[src/rtl/shift_ctrl_pkg.sv]
// Shared definitions for the serial shift-register load sequencer.
package shift_ctrl_pkg;

  typedef enum logic [2:0] {
    S_IDLE   = 3'd0,
    S_CLEAR  = 3'd1,
    S_SHIFT  = 3'd2,
    S_SETTLE = 3'd3,
    S_CHECK  = 3'd4
  } state_t;

  localparam int unsigned WORD_WIDTH_DEF = 4;
  localparam int unsigned DIV_WIDTH_DEF  = 24;
  localparam int unsigned BITCNT_W_DEF   = $clog2(WORD_WIDTH_DEF) + 1;

endpackage

[src/rtl/tick_divider.sv]
// Programmable divider producing a one-cycle tick every period+1 cycles.
module tick_divider
  import shift_ctrl_pkg::*;
#(
  parameter int unsigned DIV_WIDTH = DIV_WIDTH_DEF
) (
  input  logic                 clk,
  input  logic                 clr,
  input  logic                 restart,
  input  logic [DIV_WIDTH-1:0] period,
  output logic                 tick
);

  logic [DIV_WIDTH-1:0] count_q;
  logic [DIV_WIDTH-1:0] count_d;

  // tick is decoded from the counter register and the held period only
  always_comb begin
    tick    = (count_q == period);
    count_d = count_q + DIV_WIDTH'(1);
    if (restart || tick) begin
      count_d = '0;
    end
  end

  always_ff @(posedge clk or negedge clr) begin
    if (!clr) begin
      count_q <= '0;
    end else begin
      count_q <= count_d;
    end
  end

endmodule

[src/rtl/shift_load_controller.sv]
// Accepts a parallel word, clears the shift register, shifts the word in
// MSB-first at a programmable tick rate, then verifies the readback.
module shift_load_controller
  import shift_ctrl_pkg::*;
#(
  parameter int unsigned DIV_WIDTH  = DIV_WIDTH_DEF,
  parameter int unsigned WORD_WIDTH = WORD_WIDTH_DEF
) (
  input  logic                  clk,
  input  logic                  clr,
  input  logic [DIV_WIDTH-1:0]  div_val,
  input  logic                  wr_valid,
  input  logic [WORD_WIDTH-1:0] wr_data,
  output logic                  wr_ready,
  input  logic                  abort,
  output logic                  sr_data,
  output logic                  sr_shift,
  output logic                  sr_clear,
  input  logic [WORD_WIDTH-1:0] sr_q,
  output logic                  busy,
  output logic                  done,
  output logic                  err
);

  localparam int unsigned     BCW      = $clog2(WORD_WIDTH) + 1;
  localparam logic [BCW-1:0]  LAST_BIT = BCW'(WORD_WIDTH - 1);

  state_t                state_q, state_d;
  logic [WORD_WIDTH-1:0] word_q, word_d;
  logic [DIV_WIDTH-1:0]  div_q, div_d;
  logic [BCW-1:0]        bitcnt_q, bitcnt_d;
  logic                  err_q, err_d;
  logic                  abort_clr_q, abort_clr_d;
  logic                  tick;
  logic                  div_restart;
  logic [WORD_WIDTH-1:0] word_aligned;

  assign div_restart = (state_q != S_SHIFT);

  tick_divider #(.DIV_WIDTH(DIV_WIDTH)) u_tick_divider (
    .clk     (clk),
    .clr     (clr),
    .restart (div_restart),
    .period  (div_q),
    .tick    (tick)
  );

  always_comb begin
    state_d     = state_q;
    word_d      = word_q;
    div_d       = div_q;
    bitcnt_d    = bitcnt_q;
    err_d       = err_q;
    abort_clr_d = 1'b0;
    case (state_q)
      S_IDLE: begin
        if (wr_valid) begin
          word_d  = wr_data;
          div_d   = div_val;
          err_d   = 1'b0;
          state_d = S_CLEAR;
        end
      end
      S_CLEAR: begin
        bitcnt_d = '0;
        state_d  = S_SHIFT;
      end
      S_SHIFT: begin
        if (tick) begin
          bitcnt_d = bitcnt_q + BCW'(1);
          if (bitcnt_q == LAST_BIT) begin
            state_d = S_SETTLE;
          end
        end
      end
      S_SETTLE: state_d = S_CHECK;
      S_CHECK: begin
        err_d   = (sr_q != word_q);
        state_d = S_IDLE;
      end
      default: state_d = S_IDLE;
    endcase
    // Cancellation is only honoured before the check; the returning IDLE
    // cycle carries a registered clear so the register is left empty.
    if (abort && (state_q inside {S_CLEAR, S_SHIFT, S_SETTLE})) begin
      state_d     = S_IDLE;
      abort_clr_d = 1'b1;
    end
  end

  always_ff @(posedge clk or negedge clr) begin
    if (!clr) begin
      state_q     <= S_IDLE;
      word_q      <= '0;
      div_q       <= '0;
      bitcnt_q    <= '0;
      err_q       <= 1'b0;
      abort_clr_q <= 1'b0;
    end else begin
      state_q     <= state_d;
      word_q      <= word_d;
      div_q       <= div_d;
      bitcnt_q    <= bitcnt_d;
      err_q       <= err_d;
      abort_clr_q <= abort_clr_d;
    end
  end

  always_comb begin
    word_aligned = word_q << bitcnt_q;
    wr_ready     = (state_q == S_IDLE);
    busy         = (state_q != S_IDLE);
    sr_clear     = (state_q == S_CLEAR) || abort_clr_q;
    sr_shift     = (state_q == S_SHIFT) && tick;
    sr_data      = (state_q == S_SHIFT) ? word_aligned[WORD_WIDTH-1] : 1'b0;
    done         = (state_q == S_CHECK);
    err          = err_q;
  end

endmodule

[config.mk]
export PLATFORM = sky130hd
export DESIGN_NAME = shift_load_controller
export DESIGN_NICKNAME = d
export VERILOG_FILES = /design/src/rtl/shift_ctrl_pkg.sv /design/src/rtl/tick_divider.sv /design/src/rtl/shift_load_controller.sv
export SDC_FILE = /design/constraint.sdc
export NUM_CORES = 1
export LEC_CHECK = 0
export ABC_AREA = 1
export BUFFER_PORTS_ARGS = -buffer_cell sky130_fd_sc_hd__buf_2
export CAP_MARGIN = 0
export CORE_AREA = 8 8 102 104
export DETAILED_ROUTE_END_ITERATION = 10
export DIE_AREA = 0 0 110 112
export GPL_TIMING_DRIVEN = 0
export PLACE_DENSITY_LB_ADDON = 0.12
export SETUP_SLACK_MARGIN = 0.1
export SLEW_MARGIN = 10
export SYNTH_ARGS = -nofsm -noshare
export SYNTH_HDL_FRONTEND = slang
export SYNTH_HIERARCHICAL = 1
export SYNTH_SLANG_ARGS = --single-unit
[constraint.sdc]
create_clock -name clk -period 1.6 [get_ports clk]
set_input_delay 0.16 -clock clk [delete_from_list [all_inputs] [get_ports clk]]
set_output_delay 0.16 -clock clk [all_outputs]
set_load 0.01 [all_outputs]
Yosys cells after proc, flatten, opt, wreduce, memory -nomap -nowiden
Index checks and enable logic that the tools add are counted.
- register bits after elaboration: 60
- add/sub/neg operators: 2
- equal/unequal tests: 13
- shift operators: 1
- mux-type cells: 12
- reduce and logical (&&, ||, !) cells: 13
- operators with widths (kind ; count):
    $add 24x1->24 const B ; 1
    $eq 24x24->1 ; 1
    $mux 24 ; 1
    $mux 3 ; 5
    $ne 3x2->1 const B ; 4
    $pmux 3 s4 ; 1
    $eq 3x2->1 const B ; 3
    $pmux 3 s2 ; 1
    $reduce_and 2->1 ; 3
    $reduce_bool 3->1 ; 2
    $ne 2x2->1 const B ; 2
    $ne 4x4->1 ; 1
    $reduce_bool 2->1 ; 2
    $shl 4x3->4 ; 1
    $add 3x1->3 const B ; 1
    $eq 3x1->1 const B ; 1
    $eq 3x3->1 const B ; 1
    $logic_not 3->1 ; 1
    $mux 1 ; 3
    $reduce_and 3->1 ; 1
    $logic_and 1x1->1 ; 2
    $logic_or 1x1->1 ; 2
    $pmux 1 s2 ; 1

Longest topological paths before layout
Gate-level depths: netlist (run 1).
- depth after elaboration: 5
- gate-level depth with buffers: 12
- gate-level depth less buffers: 12

Hierarchy
Netlist (run 1), hierarchy kept.
- by module, submodules not included (module ; times used ; cells each ; area each (um^2) ; sequential area each (um^2)):
    tick_divider ; 1 ; 296 ; 1834.3 ; 600.6
    shift_load_controller ; 1 ; 197 ; 1620.3 ; 900.9

Least setup slack after synthesis (run 1)
No wires, ideal clock.
- path kind: reg2reg
- start: register u_tick_divider.count_q[0]
- end: register u_tick_divider.count_q[14]
- setup time: 121 ps
- data arrival time: 1278 ps
- path slack: 200 ps
- stages on the path, launching flop included: 9
- cell sequence: dfrtp_1 -> ha_1 -> nand3_1 -> inv_2 -> nand2_2 -> inv_2 -> nand3_1 -> o21ai_0 -> nor2_1
- word-level cells in the longest chain between the ends: 3
- ends and longest elaborated chain (item ; RTL line ; text):
    from (decl) ; tick_divider.sv:14 ; logic [DIV_WIDTH-1:0] count_q;
    from (signal assigned) ; tick_divider.sv:30 ; count_q <= count_d;
    parallel branches: the longest is 2 deep, another holds $add 24x1->24 ; n/a ;
    $mux 24 (*) ; tick_divider.sv:21 ; if (restart || tick) begin
    via u_tick_divider.count_d[14] ; tick_divider.sv:15 ; logic [DIV_WIDTH-1:0] count_d;
Mark *: on every way through the listed nets, which the timed path passes.
A chain may end at the register's enable or synchronous reset.

Worst setup path in the final report (run 1)
- start: register u_tick_divider.count_q[11]
- end: output port sr_shift
- word-level cells in the longest chain between the ends: 2
- ends and longest elaborated chain (item ; RTL line ; text):
    $eq 24x24->1 ; tick_divider.sv:19 ; tick = (count_q == period);
    via tick ; shift_load_controller.sv:34 ; logic tick;
    $logic_and 1x1->1 ; shift_load_controller.sv:114 ; sr_shift = (state_q == S_SHIFT) && tick;
    to (decl) ; shift_load_controller.sv:17 ; output logic sr_shift,
The timed path passes the listed nets, and every way through them passes these cells.

==> flow_summary.toml, run 1 <==
[power_and_ir_drop]
power.density_nw_per_um2 = 1350
peakVddDrop_uv = 676
power_leakage_nw = 2.44

[sta]
hold_viol = 0
final-setup-viol-count = 9
max_slew_margin_pct = 47.6
layout_min_cycle_time_ns = 1.83
worst_slack_ns = -0.231
tns_ns = -0.372
max_freq_mhz = 546
worst_slew_pin_slew_ns = 0.785
fin_crit_sh_pct = 114
rsz0062_at_grt = "yes"
skew_ns = 0.00739
maxSlewViolCount = 0

[grt]
grt-ovfl-total = 0
grt_antenna_before_repair = 0
grt_pass1_vias = 3187
grt_max_degree = 61
grt_pass1_wl_um = 14800
track_usage_pct = 15.3

[layout]
fin_util_pct = 51.5
fillers = 921
nNetsFinal = 631
area_growth_pct = 32.4
final_layout_size_suffix_gt1_share_pct = 27.5
fin_cells = 708
num_antenna_cells = 0
final_area_um2 = 4570

[synth]
async_flop_share_pct = 100
ys_seq_area_share_pct = 43.5
ys_types = 30
synth_warnings = 6
syn-num-nets = 532
synth_edf_count = 0
netlist_instances = 493
ys.flop_type = "dfrtp_1"
synth.avg_cell_area_um2 = 7.01
ys_ff_latch = 60
syn-cell-area_um2 = 3450

[run_status]
violations = "negative setup slack"
status = "finished with violations"

[critical_path]
cp_max_fo = 4
cpPeakStageDelay_ns = 0.38
startpoint_type = "flip-flop"
critical_path_class = "reg -> out"
critical-path-top-delay-family = "simple AND/OR/NAND/NOR gates"
cp-end-kind = "output port"
worstPathRequired_ns = 1.44
timing.critical_path.buf_inv = 4
rr_startpoint = "u_tick_divider/count_q[11]"
cp.arrival_ns = 1.67
crit_path_top_delay_cell = "dfrtp_1"
critPathLaunch = "u_tick_divider/count_q[11]"
path_cells = "inv_2, nand2_1, nand2_1, nor2_1, nand2_1, nor2_1, nand3_2, inv_2, nand2_4, inv_2, buf_6"

[detailed_routing]
final_antenna_net_count = 0
wl_um = 8990
dr.pass1.iters = 4
drt-initial-drc-count = 96
vias_per_cell = 4.53
vias = 3207
wl_per_cell_um = 12.7
drc = 0

[cts]
cts_tree = "built"
h-tree-depth = 3
clock_latency_ns = 0.34
numCtsBuffers = 9
cts_sinks = 60
clk_pin_slew_worst_paths_ns = 0.07
cts_max_path_buffers = 2
cts_root_buf = "clkbuf_8"

[hold_path]
hold_start = "div_val[1]"
hp-class = "in -> reg"

[die]
core_um2 = 8890
rows = 35
dieWidth_um = 110
die_area_um2 = 12300
ios = 43
start_util_pct = 38.9
fp.dieH_um = 112

[placed_design]
port_buffers = 42
placed_area_um2 = 3810
hpwl_um = 6070
placedCellCount = 646
gp_congestion = 0.857

[flow_run]
maxCapViolations = 0
==> layout make-up <==
cell class,instances,area (um^2),area share (%)
timing repair buffer,88,621,13.6
buffer,11,97.6,2.13
tap,111,139,3.04
clock inverter,5,75.1,1.64
clock buffer,11,141,3.09
multi-input combinational,354,1730,37.9
inverter,68,258,5.63
sequential,60,1510,33.0
==> cells in the mapped netlist (3+ instances only) <==
library cell / count / area [um^2]
inv_2: 7 / 26.3
nand2_1: 187 / 702
ha_1: 3 / 37.5
nor2_1: 71 / 267
o21ai_0: 5 / 25.0
nor2_4: 3 / 33.8
nand4_1: 3 / 18.8
inv_1: 61 / 229
nand2_2: 3 / 18.8
dfrtp_1: 60 / 1500
buf_2: 4 / 20.0
o21ai_1: 4 / 20.0
xor2_1: 13 / 114
buf_6: 4 / 45.0
nand3_1: 45 / 225
==> worst reg2reg max path, cell delays in order (launching register included) <==
cell,delay [ns]
dfrtp_1,0.38
inv_2,0.07
nand2_1,0.05
nand2_1,0.05
nor2_1,0.12
nand2_1,0.11
nor2_1,0.15
nand3_2,0.11
inv_2,0.09
nand2_4,0.05
buf_4,0.13
buf_6,0.12
nand3_2,0.04
o21ai_1,0.07
==> routing by layer <==
layer | up-vias | part of all wire, % | global-route usage (%) | wire (um)
met4 | 0 | 1.6 | 6.58 | 140
met5 | - | 0 | 0 | 0
met3 | 11 | 3.6 | 2.72 | 326
met2 | 50 | 47 | 24.5 | 4260
met1 | 1447 | 47 | 19.5 | 4270
li1 | 1699 | - | - | -
==> registers in the layout (all words and copies together) (netlist names) <==
register and count:
div_q 24, u_tick_divider/count_q 24, word_q 4, bitcnt_q 3, state_q 3, abort_clr_q 1
err 1
==> metrics by stage <==
stage / hold slack (ns) / total power, mW / setup slack, ns
finish: 0.0458 / 6.19 / -0.231
CTS: 0.0321 / 5.98 / -0.284
global placement: 0.342 / 4.12 / -0.198
detailed placement: 0.295 / 4.17 / -0.240
global route: 0.0425 / 6.70 / -0.333
floorplan: -0.136 / 3.60 / 0.200
==> what timing repair did <==
action / 4_1_cts / 5_1_grt
gates cloned: 0 / 2
endpoints found under the hold margin: 61 / 0
endpoints found under the setup margin: 32 / 31
hold buffers: 2 / 0
pin swaps: 15 / 15
buffers inserted: 42 / 12
gates resized for setup: 27 / 25
==> cell families after synthesis <==
| family | count (synthesis) | synth area share [%] |
|---|---|---|
| flops | 60 | 43.5 |
| buf+inv | 79 | 9.71 |
| simple gates | 323 | 39.8 |
| compound gates | 13 | 2.10 |
| xor+xnor | 15 | 3.80 |
| fa+ha+maj | 3 | 1.09 |
==> worst paths after layout <==
| path | end | slack, ns | cells past startpoint |
|---|---|---|---|
| min | div_q[1] | 0.05 | 3 |
| max reg2reg | bitcnt_q[0] | -0.05 | 13 |
| max in group asynchronous | bitcnt_q[0] | 0.58 | 2 |
| max | sr_shift | -0.23 | 11 |
| min in group asynchronous | div_q[13] | 0.42 | 2 |
| min reg2reg | div_q[7] | 0.49 | 2 |
==> where the power goes <==
| group | leakage [nW] | internal [mW] | switching (mW) | total [mW] |
|---|---|---|---|---|
| Sequential | 0.777 | 1.92 | 0.345 | 2.27 |
| Clock | 0.113 | 0.912 | 0.616 | 1.53 |
| Combinational | 1.55 | 1.05 | 1.34 | 2.40 |
| Total | 2.44 | 3.89 | 2.30 | 6.19 |
==> cell usage in the layout, fill, tap and decap left out, drive strengths merged <==
cell,netlist,final
bufinv,0,2
nor4,1,1
o21ai,9,9
a21oi,2,2
xnor2,2,2
nor3,3,3
nand4,3,3
xor2,13,13
nand2,191,191
clkinv,0,3
o211a,1,1
clkbuf,1,14
dlygate4sd3,0,2
nand3,48,48
nor2,76,76
ha,3,3
or2,1,1
inv,68,68
o31ai,1,1
dfrtp,60,60
buf,10,94
(Power assumes the default switching activity.)
==> inputs of run 2 (changes only) <==
- CTS_CLUSTER_SIZE: unset -> 14
- SKIP_LAST_GASP: unset -> 1
==> run 2 against run 1 <==
  * Clock skew shrank 0.00052 ns
  * Largest power group unchanged
  * The flow still finishes with violations (negative setup slack)
  * Fmax is essentially flat
  * Total power is essentially flat
  * Die area is the same
  * First-iteration DRC count grew 10%
  * Flip-flop and latch count is the same
  * Global-route usage is essentially flat
  * Worst hold slack gained 0.0013 ns
==> flow_summary.toml, run 2 (synthesis gave the netlist of run 1 again) <==
[grt]
grt_antenna_before_repair = 0
grt_pass1_vias = 3188
track_usage_pct = 15.3
grt_max_degree = 61
grt-ovfl-total = 0
grt_pass1_wl_um = 14800

[die]
start_util_pct = 38.9
fp.dieH_um = 112
ios = 43
die_area_um2 = 12300
dieWidth_um = 110
rows = 35
core_um2 = 8890

[critical_path]
worstPathRequired_ns = 1.44
cp_max_fo = 4
cp.arrival_ns = 1.67
cpPeakStageDelay_ns = 0.38
critical-path-top-delay-family = "simple AND/OR/NAND/NOR gates"
critical_path_class = "reg -> out"
cp-end-kind = "output port"
crit_path_top_delay_cell = "dfrtp_1"
rr_startpoint = "u_tick_divider/count_q[11]"
startpoint_type = "flip-flop"
timing.critical_path.buf_inv = 4
path_cells = "inv_2, nand2_1, nand2_1, nor2_1, nand2_1, nor2_1, nand3_2, inv_2, nand2_4, inv_4, buf_6"
cp_common_cell = "nand2_1"
critPathLaunch = "u_tick_divider/count_q[11]"

[sta]
max_freq_mhz = 546
layout_min_cycle_time_ns = 1.83
hold_viol = 0
maxSlewViolCount = 0
max_slew_margin_pct = 47.8
fin_crit_sh_pct = 114
worst_slew_pin_slew_ns = 0.783
worst_slack_ns = -0.231
rsz0062_at_grt = "yes"
final-setup-viol-count = 10
skew_ns = 0.00688

[power_and_ir_drop]
power.density_nw_per_um2 = 1350
peakVddDrop_uv = 701
total_power_mw = 6.19
power_leakage_nw = 2.44

[cts]
cts_max_path_buffers = 2
h-tree-depth = 3
clk_pin_slew_worst_paths_ns = 0.07
cts_sinks = 60
clock_latency_ns = 0.34
numCtsBuffers = 9
cts_tree = "built"
cts_root_buf = "clkbuf_8"

[detailed_routing]
met3_length_um = 273
wl_um = 8950
vias = 3194
drc = 0
drt-initial-drc-count = 106
top_layer = "met4"
final_antenna_net_count = 0
dr.pass1.iters = 4
met1_length_um = 4340
wl_met2_um = 4200
vias_per_cell = 4.50
wl_per_cell_um = 12.6

[layout]
final_cell_mix = "nand2_1, nor2_1, inv_1"
area_growth_pct = 32.5
fin_util_pct = 51.5
fillers = 918
final_layout_size_suffix_gt1_share_pct = 26.9
nNetsFinal = 632
num_antenna_cells = 0
reg.largest.list = "div_q: 24 flops, u_tick_divider/count_q: 24 flops, word_q: 4 flops"
layout_commonest_cell = "nand2_1"
regArea_um2 = 1510
multi_input_area_um2 = 1720

[placed_design]
gp_congestion = 0.857
port_buffers = 42
hpwl_um = 6070

[run_status]
status = "finished with violations"
violations = "negative setup slack"

[hold_path]
hp-class = "in -> reg"
hold_start = "div_val[1]"

[flow_run]
maxCapViolations = 0
==> run 2: what timing repair did <==
action / 4_1_cts / 5_1_grt
buffers inserted: 42 / 15
gates resized for setup: 26 / 24
gates cloned: 0 / 2
setup endpoints to repair: 32 / 31
hold buffers: 2 / 0
endpoints found under the hold margin: 61 / 0
pin swaps: 13 / 20
==> run 2: path summary, 6_finish.rpt <==
| path | to | slack [ns] | depth (start not counted) |
|---|---|---|---|
| setup / recovery | sr_shift | -0.23 | 11 |
| hold / removal | div_q[1] | 0.05 | 3 |
| setup reg to reg | bitcnt_q[0] | -0.07 | 13 |
| hold reg to reg | div_q[7] | 0.49 | 2 |
| max in group asynchronous | u_tick_divider/count_q[2] | 0.59 | 2 |
| min in group asynchronous | div_q[13] | 0.42 | 2 |
==> run 2: report_power, final <==
part	internal [mW]	leakage, nW	total, mW	switching [mW]
Clock	0.912	0.113	1.52	0.613
Combinational	1.06	1.55	2.40	1.34
Sequential	1.92	0.780	2.26	0.345
Total	3.89	2.44	6.19	2.30
==> run 2: area by class of cell <==
type                            instances  area share [%]
Buffer                                 11            2.13
Inverter                               68            5.69
Clock buffer                           11            3.09
Clock inverter                          5            1.64
Tap cell                              111            3.04
Sequential cell                        60            33.0
Timing Repair Buffer                   89            13.8
Multi-Input combinational cell        354            37.6
==> run 2: routing by layer <==
layer / vias up / track usage (%)
li1: 1699 / -
met2: 40 / 24.5
met5: - / 0
met3: 11 / 2.72
met1: 1444 / 19.4
met4: 0 / 6.58
==> run 2: stage by stage <==
| step | hold WS, ns | area (um^2) | setup slack, ns | instances | TNS [ns] |
|---|---|---|---|---|---|
| floorplan | -0.136 | 3450 | 0.200 | 493 | 0 |
| CTS | 0.0321 | 4340 | -0.289 | 694 | -0.307 |
| finish | 0.0471 | 4580 | -0.231 | 709 | -0.410 |
| global route | 0.0426 | 4580 | -0.332 | 709 | -2.41 |
| detailed placement | 0.295 | 3810 | -0.240 | 646 | -1.73 |
| global placement | 0.342 | 3800 | -0.198 | 646 | -0.895 |
==> run 2: worst register-to-register path, cell delays in order, from the launching register on <==
cell and delay, ns:
dfrtp_1 0.38, inv_2 0.07, nand2_1 0.05, nand2_1 0.05, nor2_1 0.12, nand2_1 0.11, nor2_1 0.15, nand3_2 0.11
inv_2 0.09, nand2_4 0.06, buf_4 0.13, buf_6 0.12, nand3_1 0.05, o21ai_1 0.07
